--- src/rtl/led_blink_scheduler.sv ---
// Time-shares one status LED between NUM_REQ requesters: round-robin grant, then a
// burst of N equal on/off phases followed by a dark gap before the next grant.
module led_blink_scheduler #(
    parameter int NUM_REQ         = 4,
    parameter int BLINK_W         = 4,
    parameter int TICKS_PER_PHASE = 50000000,
    parameter int CNT_W           = 32
) (
    input  logic                       clk,
    input  logic                       reset_n,
    input  logic [NUM_REQ-1:0]         req,
    input  logic [NUM_REQ*BLINK_W-1:0] blinks,
    output logic [NUM_REQ-1:0]         grant,
    output logic [NUM_REQ-1:0]         done,
    output logic                       led_out,
    output logic                       busy
);

    localparam int IDX_W = (NUM_REQ > 1) ? $clog2(NUM_REQ) : 1;
    localparam logic [CNT_W-1:0] LAST_TICK = CNT_W'(TICKS_PER_PHASE - 1);

    typedef enum logic [2:0] {
        S_IDLE,
        S_ON,
        S_OFF,
        S_DONE,
        S_GAP
    } state_t;

    state_t             state;
    logic [IDX_W-1:0]   rr_ptr;
    logic [IDX_W-1:0]   cur_idx;
    logic [CNT_W-1:0]   timer;
    logic [BLINK_W-1:0] remaining;

    logic [IDX_W-1:0]   win_idx;
    logic               win_valid;
    logic [IDX_W:0]     cand;
    logic [NUM_REQ-1:0] win_onehot;
    logic [BLINK_W-1:0] win_blinks;
    logic [BLINK_W-1:0] blink_arr [NUM_REQ];
    logic               phase_end;

    for (genvar g = 0; g < NUM_REQ; g++) begin : g_unpack
        assign blink_arr[g] = blinks[g*BLINK_W +: BLINK_W];
    end

    // First set request at or after rr_ptr, wrapping modulo NUM_REQ.
    always_comb begin
        win_valid = 1'b0;
        win_idx   = '0;
        cand      = '0;
        for (int i = 0; i < NUM_REQ; i++) begin
            cand = {1'b0, rr_ptr} + (IDX_W+1)'(i);
            if (cand >= (IDX_W+1)'(NUM_REQ)) begin
                cand = cand - (IDX_W+1)'(NUM_REQ);
            end
            if (!win_valid && req[cand[IDX_W-1:0]]) begin
                win_valid = 1'b1;
                win_idx   = cand[IDX_W-1:0];
            end
        end
    end

    assign win_onehot = NUM_REQ'(1) << win_idx;
    assign win_blinks = blink_arr[win_idx];
    assign phase_end  = (timer == LAST_TICK);
    assign busy       = (state != S_IDLE);

    always_ff @(posedge clk or negedge reset_n) begin
        if (!reset_n) begin
            state     <= S_IDLE;
            rr_ptr    <= '0;
            cur_idx   <= '0;
            timer     <= '0;
            remaining <= '0;
            grant     <= '0;
            done      <= '0;
            led_out   <= 1'b0;
        end else begin
            done <= '0;
            case (state)
                S_IDLE: begin
                    if (win_valid) begin
                        grant     <= win_onehot;
                        cur_idx   <= win_idx;
                        remaining <= win_blinks;
                        timer     <= '0;
                        if (win_blinks == '0) begin
                            state <= S_DONE;
                            done  <= win_onehot;
                        end else begin
                            state   <= S_ON;
                            led_out <= 1'b1;
                        end
                    end
                end
                S_ON: begin
                    if (phase_end) begin
                        remaining <= remaining - BLINK_W'(1);
                        state     <= S_OFF;
                        led_out   <= 1'b0;
                        timer     <= '0;
                    end else begin
                        timer <= timer + CNT_W'(1);
                    end
                end
                S_OFF: begin
                    if (phase_end) begin
                        timer <= '0;
                        if (remaining == '0) begin
                            state <= S_DONE;
                            done  <= grant;
                        end else begin
                            state   <= S_ON;
                            led_out <= 1'b1;
                        end
                    end else begin
                        timer <= timer + CNT_W'(1);
                    end
                end
                S_DONE: begin
                    // Served requester drops to lowest priority for the next round.
                    rr_ptr <= (cur_idx == IDX_W'(NUM_REQ - 1)) ? '0 : cur_idx + IDX_W'(1);
                    grant  <= '0;
                    timer  <= '0;
                    state  <= S_GAP;
                end
                S_GAP: begin
                    if (phase_end) begin
                        timer <= '0;
                        state <= S_IDLE;
                    end else begin
                        timer <= timer + CNT_W'(1);
                    end
                end
                default: begin
                    state   <= S_IDLE;
                    grant   <= '0;
                    led_out <= 1'b0;
                    timer   <= '0;
                end
            endcase
        end
    end

endmodule

--- config.mk ---
export PLATFORM = sky130hd
export DESIGN_NAME = led_blink_scheduler
export DESIGN_NICKNAME = d
export VERILOG_FILES = /design/src/rtl/led_blink_scheduler.sv
export SDC_FILE = /design/constraint.sdc
export NUM_CORES = 1
export LEC_CHECK = 0
export ABC_AREA = 1
export CELL_PAD_IN_SITES_DETAIL_PLACEMENT = 1
export CELL_PAD_IN_SITES_GLOBAL_PLACEMENT = 1
export CORE_MARGIN = 5
export CORE_UTILIZATION = 45
export CTS_CLUSTER_DIAMETER = 120
export CTS_CLUSTER_SIZE = 25
export DETAILED_ROUTE_END_ITERATION = 12
export GPL_TIMING_DRIVEN = 0
export PLACE_DENSITY = 0.85
export SLEW_MARGIN = 20
export SYNTH_ARGS = -nofsm -noshare
export SYNTH_HDL_FRONTEND = slang
export SYNTH_SLANG_ARGS = --single-unit
--- constraint.sdc ---
create_clock -name clk -period 4.3 [get_ports clk]
set_input_delay 1.075 -clock clk [delete_from_list [all_inputs] [get_ports clk]]
set_output_delay 1.075 -clock clk [all_outputs]
set_load 0.02 [all_outputs]
======== Yosys cells after proc, flatten, opt, wreduce, memory -nomap -nowiden ========
Index checks and enable logic that the tools add are counted.
word-level totals
  bits of input ports ..................... 22
  flip-flop bits (word level) ............. 52
operators by class
  muxes and demuxes ....................... 50
  shifts and indexed selects .............. 1
  add/sub/neg operators ................... 10
  magnitude comparators ................... 9
  reductions and logical operators ........ 18
  equality and inequality tests ........... 12
  bitwise logic cells ..................... 3
operators by type and width
  kind                                                                  number
  32-bit two-way mux                                                    2
  32-bit case mux with 2 select lines                                   1
  4-bit two-way mux                                                     9
  32-bit by 1-bit adder with 32-bit output, second input constant       1
  32-bit by 26-bit == test with 1-bit output, second input constant     1
  4-bit case mux with 2 select lines                                    3
  2-bit two-way mux                                                     11
  3-bit case mux with 5 select lines                                    1
  1-bit two-way mux                                                     13
  3-bit greater-or-equal comparator, second input constant              4
  2-bit by 3-bit < comparator with 1-bit output, second input constant  4
  3-bit two-way mux                                                     4
  2-bit != test, second input constant                                  6
  1-bit binary-select mux with 2-bit select                             4
  4-bit binary-select mux with 2-bit select                             1
  4-bit zero test                                                       2
  2-bit by 1-bit subtractor with 2-bit output, second input constant    4
  2-bit by 2-bit adder with 3-bit output, second input constant         2
  3-bit by 2-bit == test with 1-bit output, second input constant       2
  6-bit AND reduction                                                   1
  1-bit case mux with 4 select lines                                    1
  2-bit AND reduction                                                   2
  4-bit AND reduction                                                   1
  1-bit by 2-bit << shifter with 4-bit output, first input constant     1
  17 further kinds                                                      22

======== Logic depth before layout (Yosys ltp) ========
Gate-level depths: netlist of run 1.
  word-level depth ........................ 22
  gate-level depth with buffers ........... 20

======== Worst setup path before layout of run 1 ========
No wires, ideal clock.
  path kind ............................... in2reg
  start ................................... input port req[2]
  end ..................................... register led_out
  required time ........................... 4.183 ns
  data arrival time ....................... 2.454 ns
  setup slack ............................. 1.729 ns
  stages on the path ...................... 17
  library setup time ...................... 0.117 ns
  cells stage by stage .................... inv_1 -> nand2_1 -> nand3_2 -> nand2_2 -> nor2_4 -> nand3_4 -> nand2_4 -> nand2_2 -> buf_6 -> nand2_1 -> nand2_1 -> nand2_1 -> nand2_2 -> nor2_4 -> nand3_2 -> nand4_1 -> nand2_1
on the way
  cells in the longest elaborated chain, start to end .. 19
  elaborated cells between the ends (all ways) .. 30
  those cells by class .................... eq/ne: 2; mux: 19; bitwise: 1; reduce/logical: 8
ends and longest elaborated chain
  item                                                   RTL line  text
  from (decl)                                            11        input logic [NUM_REQ-1:0] req,
  1-bit binary-select mux with 2-bit select              58        if (!win_valid && req[cand[IDX_W-1:0]]) begin
  1-bit two-way mux (not written as such)                58
  1-bit two-way mux                                      58
  1-bit zero test                                        58
  1-bit logical AND                                      58
  1-bit two-way mux                                      58
  1-bit zero test                                        58
  1-bit logical AND                                      58
  [... 2 more ...]                                       n/a
  1-bit logical AND                                      58
  2-bit two-way mux                                      58
  2-bit NOT with 3-bit output (not written as such)      66        assign win_blinks = blink_arr[win_idx];
  4-bit binary-select mux with 2-bit select              66
  4-bit two-way mux (not written as such) (2 in series)  66
  4-bit zero test                                        89        if (win_blinks == '0) begin
  2-bit != test (no source line)                         n/a
  6-bit AND reduction (no source line) *                 n/a
  to (signal assigned)                                   79        led_out <= 1'b0;
  to (signal assigned)                                   94        led_out <= 1'b1;
  to (signal assigned)                                   102       led_out <= 1'b0;
  to (decl)                                              15        output logic led_out,
Mark *: on every way between the ends. The rest lies on a longest branch, timed or not. The select of a mux whose other input is x is not followed.
A chain may end at the register's enable or synchronous reset.

======== Worst setup path in the final report of run 1 ========
  start ................................... register state[2]
  end ..................................... output port busy
on the way
  cells in the longest elaborated chain, start to end .. 1
ends and longest elaborated chain
  item                    RTL line  text
  from (decl)             30        state_t state;
  from (signal assigned)  72        state <= S_IDLE;
  from (signal assigned)  90        state <= S_DONE;
  from (signal assigned)  93        state <= S_ON;
  3-bit nonzero test      68        assign busy = (state != S_IDLE);
  to (decl)               16        output logic busy
Every way passes these cells.

==> impl_metrics.env, run 1 <==
export IMPL_status="complete, no violations"
export IMPL_syn_num_nets=477
export IMPL_syn_cell_area_sq_um=3250
export IMPL_combPwrFrac_pct=58.8
export IMPL_drt_pass1_iter_count=4
export IMPL_tns_ps=0
export IMPL_drt_total_wl_um=9050
export IMPL_setup_slack_ps=1020
export IMPL_hold_path_class="reg2reg"
export IMPL_cap_violations=0
export IMPL_ys_ff_latch=52
export IMPL_post_place_ws_ps=872
export IMPL_hold_viol_final=0
export IMPL_die_x_um=94.9
export IMPL_ff2ff_path_depth=10
export IMPL_crit_arrival_ps=2210
export IMPL_hpwl_um=6970
export IMPL_cts_repair_resized=0
export IMPL_layout_common_cells="nand2_1 (110), inv_1 (54), dfrtp_1 (52)"
export IMPL_syn2layout_area_growth_pct=16.6
export IMPL_worstPathRequired_ps=3220
export IMPL_fin_skew_ps=13.0
export IMPL_p_sw_share_pct=49.4
export IMPL_n_fill_cell=968
export IMPL_cts_tree="done"
export IMPL_drt_iter0_drc=85
export IMPL_antennaDiodeCount=0
export IMPL_layout_commonest_cell="nand2_1"
export IMPL_yosysUniqueCellTypes=35
export IMPL_die_area_sq_um=9010
export IMPL_numPortBuffers=31
export IMPL_finalCritPeriodShare_pct=76.3
export IMPL_grt_max_degree=53
export IMPL_finalSetupViolCount=0
export IMPL_ir_drop_v=0.000340
export IMPL_yosys_warnings=0
export IMPL_grt_ovfl_total=0
export IMPL_htreeDepth=2
export IMPL_fin_nets=515
export IMPL_rsz0062_at_grt="false"
export IMPL_internal_power_mw=1.18
export IMPL_core_sq_um=7140
export IMPL_dp_cells=581
export IMPL_post_cts_setup_buffers=0
export IMPL_viasPerCell=5.38
export IMPL_routabilityCongestion=0.833
export IMPL_slew_headroom_pct=55.9
export IMPL_numCtsBuffers=5
export IMPL_path_max_fanout=6
export IMPL_path_class="reg2out"
export IMPL_rows=31
export IMPL_clk_path_buf_depth=2
export IMPL_grt_pass1_vias=3371
export IMPL_syn_area_per_cell_sq_um=7.20
export IMPL_clk_pin_slew_ps=100
export IMPL_worst_setup_path_start_kind="flop"
export IMPL_io_pin_count=32
export IMPL_drc=0
export IMPL_initial_core_util_pct=45.5
export IMPL_finalCriticalPeriod_ps=3280
export IMPL_powerDensity_nw_per_um2=616
export IMPL_finish_utilization_pct=53.0
export IMPL_timing_fmax_mhz=305
export IMPL_postRouteAntennaNets=0
export IMPL_fin_cells=589
export IMPL_route_vias_total=3167
export IMPL_clockPowerShare_pct=14.3
export IMPL_ctsHoldBuffers=0
export IMPL_drive_above_1_share_pct=10.2
export IMPL_ys_seq_area_share_pct=40.1
export IMPL_p_switching_mw=1.15
export IMPL_final_area_sq_um=3780
export IMPL_cts_root_buf="clkbuf_8"
export IMPL_worst_slew_pin_slew_ps=661
export IMPL_whs_path_depth=1
export IMPL_post_dp_cell_area_sq_um=3680
export IMPL_leakagePower_nw=1.64
export IMPL_die_h_um=94.9
export IMPL_drv_slew=0
export IMPL_grt_pass1_wl_um=15600
export IMPL_end_kind="primary output"
export IMPL_syn_inst=451
export IMPL_clock_sinks=52
export IMPL_clock_latency_ps=310
export IMPL_track_usage_pct=22.1
export IMPL_p_seq_share_pct=26.9
export IMPL_routedWlPerCell_um=15.4
export IMPL_antenna_found_initial=0
==> worst max-delay path: stages, from the launching register on <==
cell	delay [ps]
dfrtp_1	440
nor2_1	180
inv_1	110
nor2_1	420
inv_1	180
clkdlybuf4s50_1	580
==> worst paths after layout <==
kind                       slack [ps]  startpoint        end
max                              1020    state[2]       busy
min                               500   timer[31]  timer[31]
max reg2reg                      1620    state[2]  timer[29]
min reg2reg                       500   timer[31]  timer[31]
max in group asynchronous        3060     reset_n   state[0]
min in group asynchronous         800     reset_n  timer[14]
==> power groups by stage <==
stage	clock, mW	sequential (mW)	combinational, mW
6_report	0.334	0.628	1.37
4_1_cts	0.346	0.627	1.39
5_1_grt	0.368	0.638	1.56
2_1_floorplan	0	0.645	0.978
3_5_place_dp	0	0.637	1.37
3_3_place_gp	0	0.631	1.32
==> metal layers <==
| layer | GRT usage (%) | vias up | routed length (um) |
|---|---|---|---|
| met2 | 38.2 | 40 | 4590 |
| li1 | - | 1560 | - |
| met4 | 7.57 | 0 | 165 |
| met3 | 3.03 | 17 | 232 |
| met5 | 0 | - | 0 |
| met1 | 28.2 | 1550 | 4060 |
==> cells by family after synthesis <==
kind of cell | after synthesis | synth area share, %
flip-flops | 52 | 40.1
AO/OA/AOI/OAI | 69 | 11.6
XOR/XNOR | 5 | 1.35
buffers and inverters | 70 | 8.60
adder cells (fa/ha/maj) | 4 | 1.54
AND/OR/NAND/NOR | 251 | 36.8
==> layout make-up <==
cell class / instances / area [sq um] / area share [%]
clock inverters: 2 / 35.0 / 0.926
well taps: 99 / 124 / 3.27
clock buffers: 6 / 72.6 / 1.92
flip-flops and latches: 52 / 1300 / 34.4
multi-input cells: 329 / 1670 / 44.0
inverters: 66 / 248 / 6.55
repair buffers: 31 / 308 / 8.13
plain buffers: 4 / 31.3 / 0.826
==> Yosys cell counts, drive strengths merged <==
master	number	share of area, %
or2	1	0.19
dfrtp	52	40
xor2	4	1.1
a2bb2oi	1	0.27
xnor2	1	0.27
nand2	123	16
a32o	1	0.31
nor4	5	0.96
o31ai	1	0.23
clkbuf	1	0.12
o21a	2	0.46
a31oi	4	0.77
a21oi	20	3.1
nand3	36	6.6
a211oi	1	0.23
nor3	23	4.0
nand4	17	3.3
o21ai	34	5.2
inv	65	7.5
ha	4	1.5
o22ai	3	0.58
clkinv	1	0.12
buf	3	0.85
o211ai	2	0.46
nor2	46	6.2
==> metrics by stage <==
| stage | total power, mW | hold WS, ps |
|---|---|---|
| 2_1_floorplan | 1.62 | 442 |
| 3_3_place_gp | 1.95 | 470 |
| 3_5_place_dp | 2.01 | 475 |
| 4_1_cts | 2.36 | 497 |
| 5_1_grt | 2.56 | 521 |
| 6_report | 2.33 | 501 |
==> state kept, by name, indices dropped and copies added (netlist names) <==
signal / flops
led_out: 1
done: 4
remaining: 4
rr_ptr: 2
cur_idx: 2
state: 3
grant: 4
timer: 32
(Power assumes the default switching activity.)
==> run 2: changes to the inputs <==
- CORE_UTILIZATION: 45 -> 42
- PLACE_DENSITY: 0.85 -> 0.8
- clock period: 4.3 -> 3.3 ns (I/O delays scaled with it)
==> run 2 against run 1 <==
Against the previous run:
- critical path depth stayed put
- die area is 6.4% higher
- flip-flop and latch count stayed put
- via count is 0.69% lower
- hold slack worse by 1.3 ps
- core utilization is 3.2 points lower
- clock power is 32% higher
- register-to-register slack worse by 980 ps
==> impl_metrics.env, run 2 (synthesis gave the netlist of run 1 again) <==
export IMPL_fin_nets=515
export IMPL_grt_max_degree=53
export IMPL_postRouteAntennaNets=0
export IMPL_worstPathRequired_ps=2470
export IMPL_fin_cells=592
export IMPL_cap_violations=0
export IMPL_cts_tree="done"
export IMPL_numCtsBuffers=5
export IMPL_antennaDiodeCount=0
export IMPL_layout_common_cells="nand2_1 (110), inv_1 (54), dfrtp_1 (52)"
export IMPL_hold_path_class="reg2reg"
export IMPL_leakagePower_nw=1.64
export IMPL_drt_iter0_drc=120
export IMPL_finalCriticalPeriod_ps=2990
export IMPL_die_area_sq_um=9590
export IMPL_finalSetupViolCount=0
export IMPL_hold_viol_final=0
export IMPL_routedWlPerCell_um=15.5
export IMPL_max_stage_delay_ps=580
export IMPL_worst_setup_path_start_kind="flop"
export IMPL_worstHoldStart="led_out"
export IMPL_drt_total_wl_um=9150
export IMPL_n_fill_cell=994
export IMPL_path_cells="nor2_1 > inv_1 > nor2_1 > inv_1 > clkdlybuf4s50_1"
export IMPL_syn2layout_area_growth_pct=16.7
export IMPL_drc=0
export IMPL_finish_utilization_pct=49.8
export IMPL_path_max_fanout=6
export IMPL_track_usage_pct=19.9
export IMPL_r2r_end="timer[19]"
export IMPL_clk_path_buf_depth=2
export IMPL_dp_cells=584
export IMPL_clock_sinks=52
export IMPL_total_power_mw=3.05
export IMPL_end_kind="primary output"
export IMPL_post_place_ws_ps=129
export IMPL_numPortBuffers=31
export IMPL_htreeDepth=2
export IMPL_clock_latency_ps=310
export IMPL_viasPerCell=5.31
export IMPL_setup_slack_ps=307
export IMPL_grt_pass1_vias=3270
export IMPL_timing_rr_start="state[2]"
export IMPL_cts_root_buf="clkbuf_8"
export IMPL_crit_arrival_ps=2170
export IMPL_ctsHoldBuffers=0
export IMPL_fin_skew_ps=8.40
export IMPL_ir_drop_v=0.000293
export IMPL_routabilityCongestion=0.802
export IMPL_path_class="reg2out"
export IMPL_antenna_found_initial=0
export IMPL_grt_pass1_wl_um=16000
export IMPL_core_sq_um=7610
export IMPL_clk_pin_slew_ps=90
export IMPL_cp_num_buf_inv=3
export IMPL_timing_fmax_mhz=334
export IMPL_worst_slew_pin_slew_ps=676
export IMPL_initial_core_util_pct=42.7
export IMPL_layout_commonest_cell="nand2_1"
export IMPL_ff2ff_path_depth=10
export IMPL_holdWs_ps=499
export IMPL_holdPathEnd="led_out"
export IMPL_powerDensity_nw_per_um2=806
export IMPL_hpwl_um=7180
export IMPL_drt_pass1_iter_count=4
export IMPL_rsz0062_at_grt="false"
export IMPL_status="complete, no violations"
export IMPL_grt_ovfl_total=0
export IMPL_die_h_um=97.9
export IMPL_crit_slowest_cell="clkdlybuf4s50_1"
export IMPL_die_x_um=97.9
export IMPL_cts_repair_resized=0
export IMPL_ff2ff_setup_slack_ps=640
export IMPL_finalCritPeriodShare_pct=90.7
export IMPL_whs_path_depth=2
export IMPL_crit_family="buffers and inverters"
export IMPL_post_cts_setup_buffers=0
export IMPL_largest_reg_flops=32
export IMPL_regMostFlops="timer"
export IMPL_route_vias_total=3145
export IMPL_drv_slew=0
export IMPL_slew_headroom_pct=55.0
export IMPL_rows=32
export IMPL_drive_above_1_share_pct=10.2
export IMPL_io_pin_count=32
## run 2: cell counts in the layout (fill, tap and decap cells not counted)
No cell type changed its count.
## run 2: worst max path at each step
| stage | start | cells after the start | end |
|---|---|---|---|
| CTS | state[2] | 5 | busy |
| global placement | reset_n | 1 | timer[20] |
| finish | state[2] | 5 | busy |
| floorplan | req[2] | 17 | led_out |
| detailed placement | req[0] | 15 | timer[29] |
| global route | state[2] | 5 | busy |
## run 2: stage by stage
step                cell area [sq um]  setup TNS (ps)
finish                           3790               0
floorplan                        3250               0
CTS                              3790               0
global placement                 3680          -10220
detailed placement               3680               0
global route                     3790               0
## run 2: layout make-up
class / count / area (sq um) / share of cell area (%)
multi-input combinational: 329 / 1670 / 44.0
sequential: 52 / 1300 / 34.3
tap: 102 / 128 / 3.37
clock inverter: 2 / 35.0 / 0.925
timing repair buffer: 31 / 308 / 8.12
buffer: 4 / 31.3 / 0.826
inverter: 66 / 248 / 6.54
clock buffer: 6 / 72.6 / 1.92
## run 2: routing by layer
| metal | vias up | global-route usage (%) | wire length, um |
|---|---|---|---|
| met3 | 9 | 2.07 | 125 |
| met5 | - | 0 | 0 |
| met2 | 22 | 35.0 | 4550 |
| met4 | 0 | 3.83 | 78 |
| li1 | 1565 | - | - |
| met1 | 1549 | 26.6 | 4390 |
## run 2: tightest hold or removal path, cell delays in order, from the launching register on
cell	delay [ps]
dfrtp_1	370
nand2_1	60
nand2_1	50
## run 2: power by group
group	switching (mW)	internal, mW	leakage [nW]
clock network	0.216	0.226	0.0552
logic	1.23	0.571	0.877
registers	0.0718	0.742	0.703
total	1.51	1.54	1.64
==> edit (settings of run 2) <==
Encoding of `state_t`: now one-hot (5 bits for 5 states).
--- a/src/rtl/led_blink_scheduler.sv
+++ b/src/rtl/led_blink_scheduler.sv
@@ -20,10 +20,10 @@
     localparam logic [CNT_W-1:0] LAST_TICK = CNT_W'(TICKS_PER_PHASE - 1);
 
-    typedef enum logic [2:0] {
-        S_IDLE,
-        S_ON,
-        S_OFF,
-        S_DONE,
-        S_GAP
+    typedef enum logic [4:0] {
+        S_IDLE = 5'b00001,
+        S_ON   = 5'b00010,
+        S_OFF  = 5'b00100,
+        S_DONE = 5'b01000,
+        S_GAP  = 5'b10000
     } state_t;
 
Check against the original RTL: same outputs for any inputs over 10 cycles, from zero or initial values and one cycle with reset_n low; not proved beyond that.
==> edit against run 2 <==
- synthesized cell count is 2.7% higher
- final cell count is 2.0% higher
- clock power is 4% higher
- sequential cell count is 2 higher
- routed wire length is 2.8% higher
- register-to-register slack worse by 310 ps
- critical path depth is 7 higher
- total power is 3.0% higher
- sequential share of layout area is 0.081 points higher
- worst hold slack better by 5.6 ps
- final area is 3.7% higher
- worst setup slack better by 20 ps
- synthesized area is 4.2% higher
- clock skew is 5.8 ps higher
==> edit: results (changes against run 2) <==
- Post-DP HPWL: 7430 um (+3.5%)
- Post-Place Worst Slack: 46.5 ps (-82.7 ps)
- R2r endpoint: remaining[1]
- Via count: 3203 (+1.8%)
- WP data arrival: 3160 ps (+990 ps)
- Hold endpoint: timer[10]
- Met3 wire length: 246 um (+97%)
- Average cell area after synthesis: 7.30 um2 (+1.5%)
- Via/cell ratio: 5.30 (-0.18%)
- DRT Wirelength: 9410 um (+2.8%)
- Outcome: completed
- Number of global-route vias before repair: 3453 (+5.6%)
- Hold depth: 1 (-1)
- Final Skew: 14.2 ps (+5.77 ps)
- Fin Hold WS: 505 ps (+5.64 ps)
- Hold Startpoint: timer[10]
- Largest fanout on the critical path: 8 (+2)
- Gr usage total: 19.9% (about the same)
- CP max stage cell: nor4_1
- Worst Slack Setup Final: 327 ps (+19.7 ps)
- Launching point of the worst reg2reg path: timer[0]
- Routed met1 length: 4600 um (+4.7%)
- Placed Cells: 596 (+2.1%)
- Clock group: 0.459 mW (+4%)
- Commonest cells in the synthesized netlist: 114 x nand2_1, 62 x inv_1, 53 x dfrtp_1, 34 x nand3_1, 34 x nor2_1
- Share of the yosys chip area belonging to registers: 40.0% (-0.085 points)
- Leak pwr: 1.76 nW (+7.4%)
- CP max stage delay: 660 ps (+80 ps)
- Worst-case reg-to-reg path depth: 12 (+2)
- Layout cells sized above 1: 9.76% (-0.44 points)
- Final Power: 3.15 mW (+3.0%)
- Top cells by area, synth: dfrtp_1 39%, nand2_1 13%, inv_1 6.9%, nand3_1 5.0%, a21oi_1 4.1%
- Synth unique cells: 40 (+14%)
- Number of fillers in the final layout: 1004 (+1.0%)
- Met2 wire length: 4470 um (-1.8%)
- Dpl cell area: 0.00382 mm2 (+3.7%)
- Nets: 527 (+2.3%)
- Sequential share of power: 27.0% (+0.4 points)
==> edit: cell count changes after synthesis, sizes merged, moves of 4 or more <==
cell / before / now
nor2: 46 / 39
nand2: 123 / 130
nor3: 23 / 14
nand4: 17 / 13
nor4: 5 / 11
a21oi: 20 / 28
==> edit: worst max-delay path, delay by kind of cell (launching register included) <==
| kind | cells | cell delay, ps |
|---|---|---|
| AO/OA/AOI/OAI | 3 | 330 |
| flip-flops | 1 | 440 |
| AND/OR/NAND/NOR | 7 | 1630 |
| buffers and inverters | 1 | 210 |
| adder cells (fa/ha/maj) | 1 | 230 |
==> edit: cells by family (layout without fill, tap and decap cells) <==
logic type / after synthesis / after routing / share of synthesized area, %
DFF: 54 / 54 / 40.0
AOI/OAI and AO/OA: 78 / 78 / 12.6
adders and majority gates: 4 / 4 / 1.48
buffers and inverters: 75 / 114 / 8.85
xor gates and xnor gates: 4 / 4 / 1.04
and+or+nand+nor: 248 / 248 / 36.0
==> edit: layout make-up <==
class / instances / area (um2) / area share (%)
Inverter: 69 / 259 / 6.59
Buffer: 6 / 40.0 / 1.02
Tap cell: 102 / 128 / 3.25
Clock inverter: 3 / 43.8 / 1.11
Sequential cell: 54 / 1350 / 34.4
Clock buffer: 5 / 68.8 / 1.75
Multi-Input combinational cell: 334 / 1730 / 44.0
Timing Repair Buffer: 31 / 308 / 7.83
==> edit: per-layer routing <==
metal | up-vias | global-route usage, %
met5 | - | 0
met4 | 0 | 3.57
met3 | 8 | 2.45
met2 | 39 | 34.1
met1 | 1555 | 27.2
li1 | 1601 | -
==> edit: worst max-delay path by stage <==
stage / start / to
after global routing: timer[0] / remaining[1]
final: timer[0] / remaining[1]
after detailed placement: req[0] / timer[25]
after floorplan: req[3] / led_out
after CTS: state[0] / busy
after global placement: reset_n / timer[8]
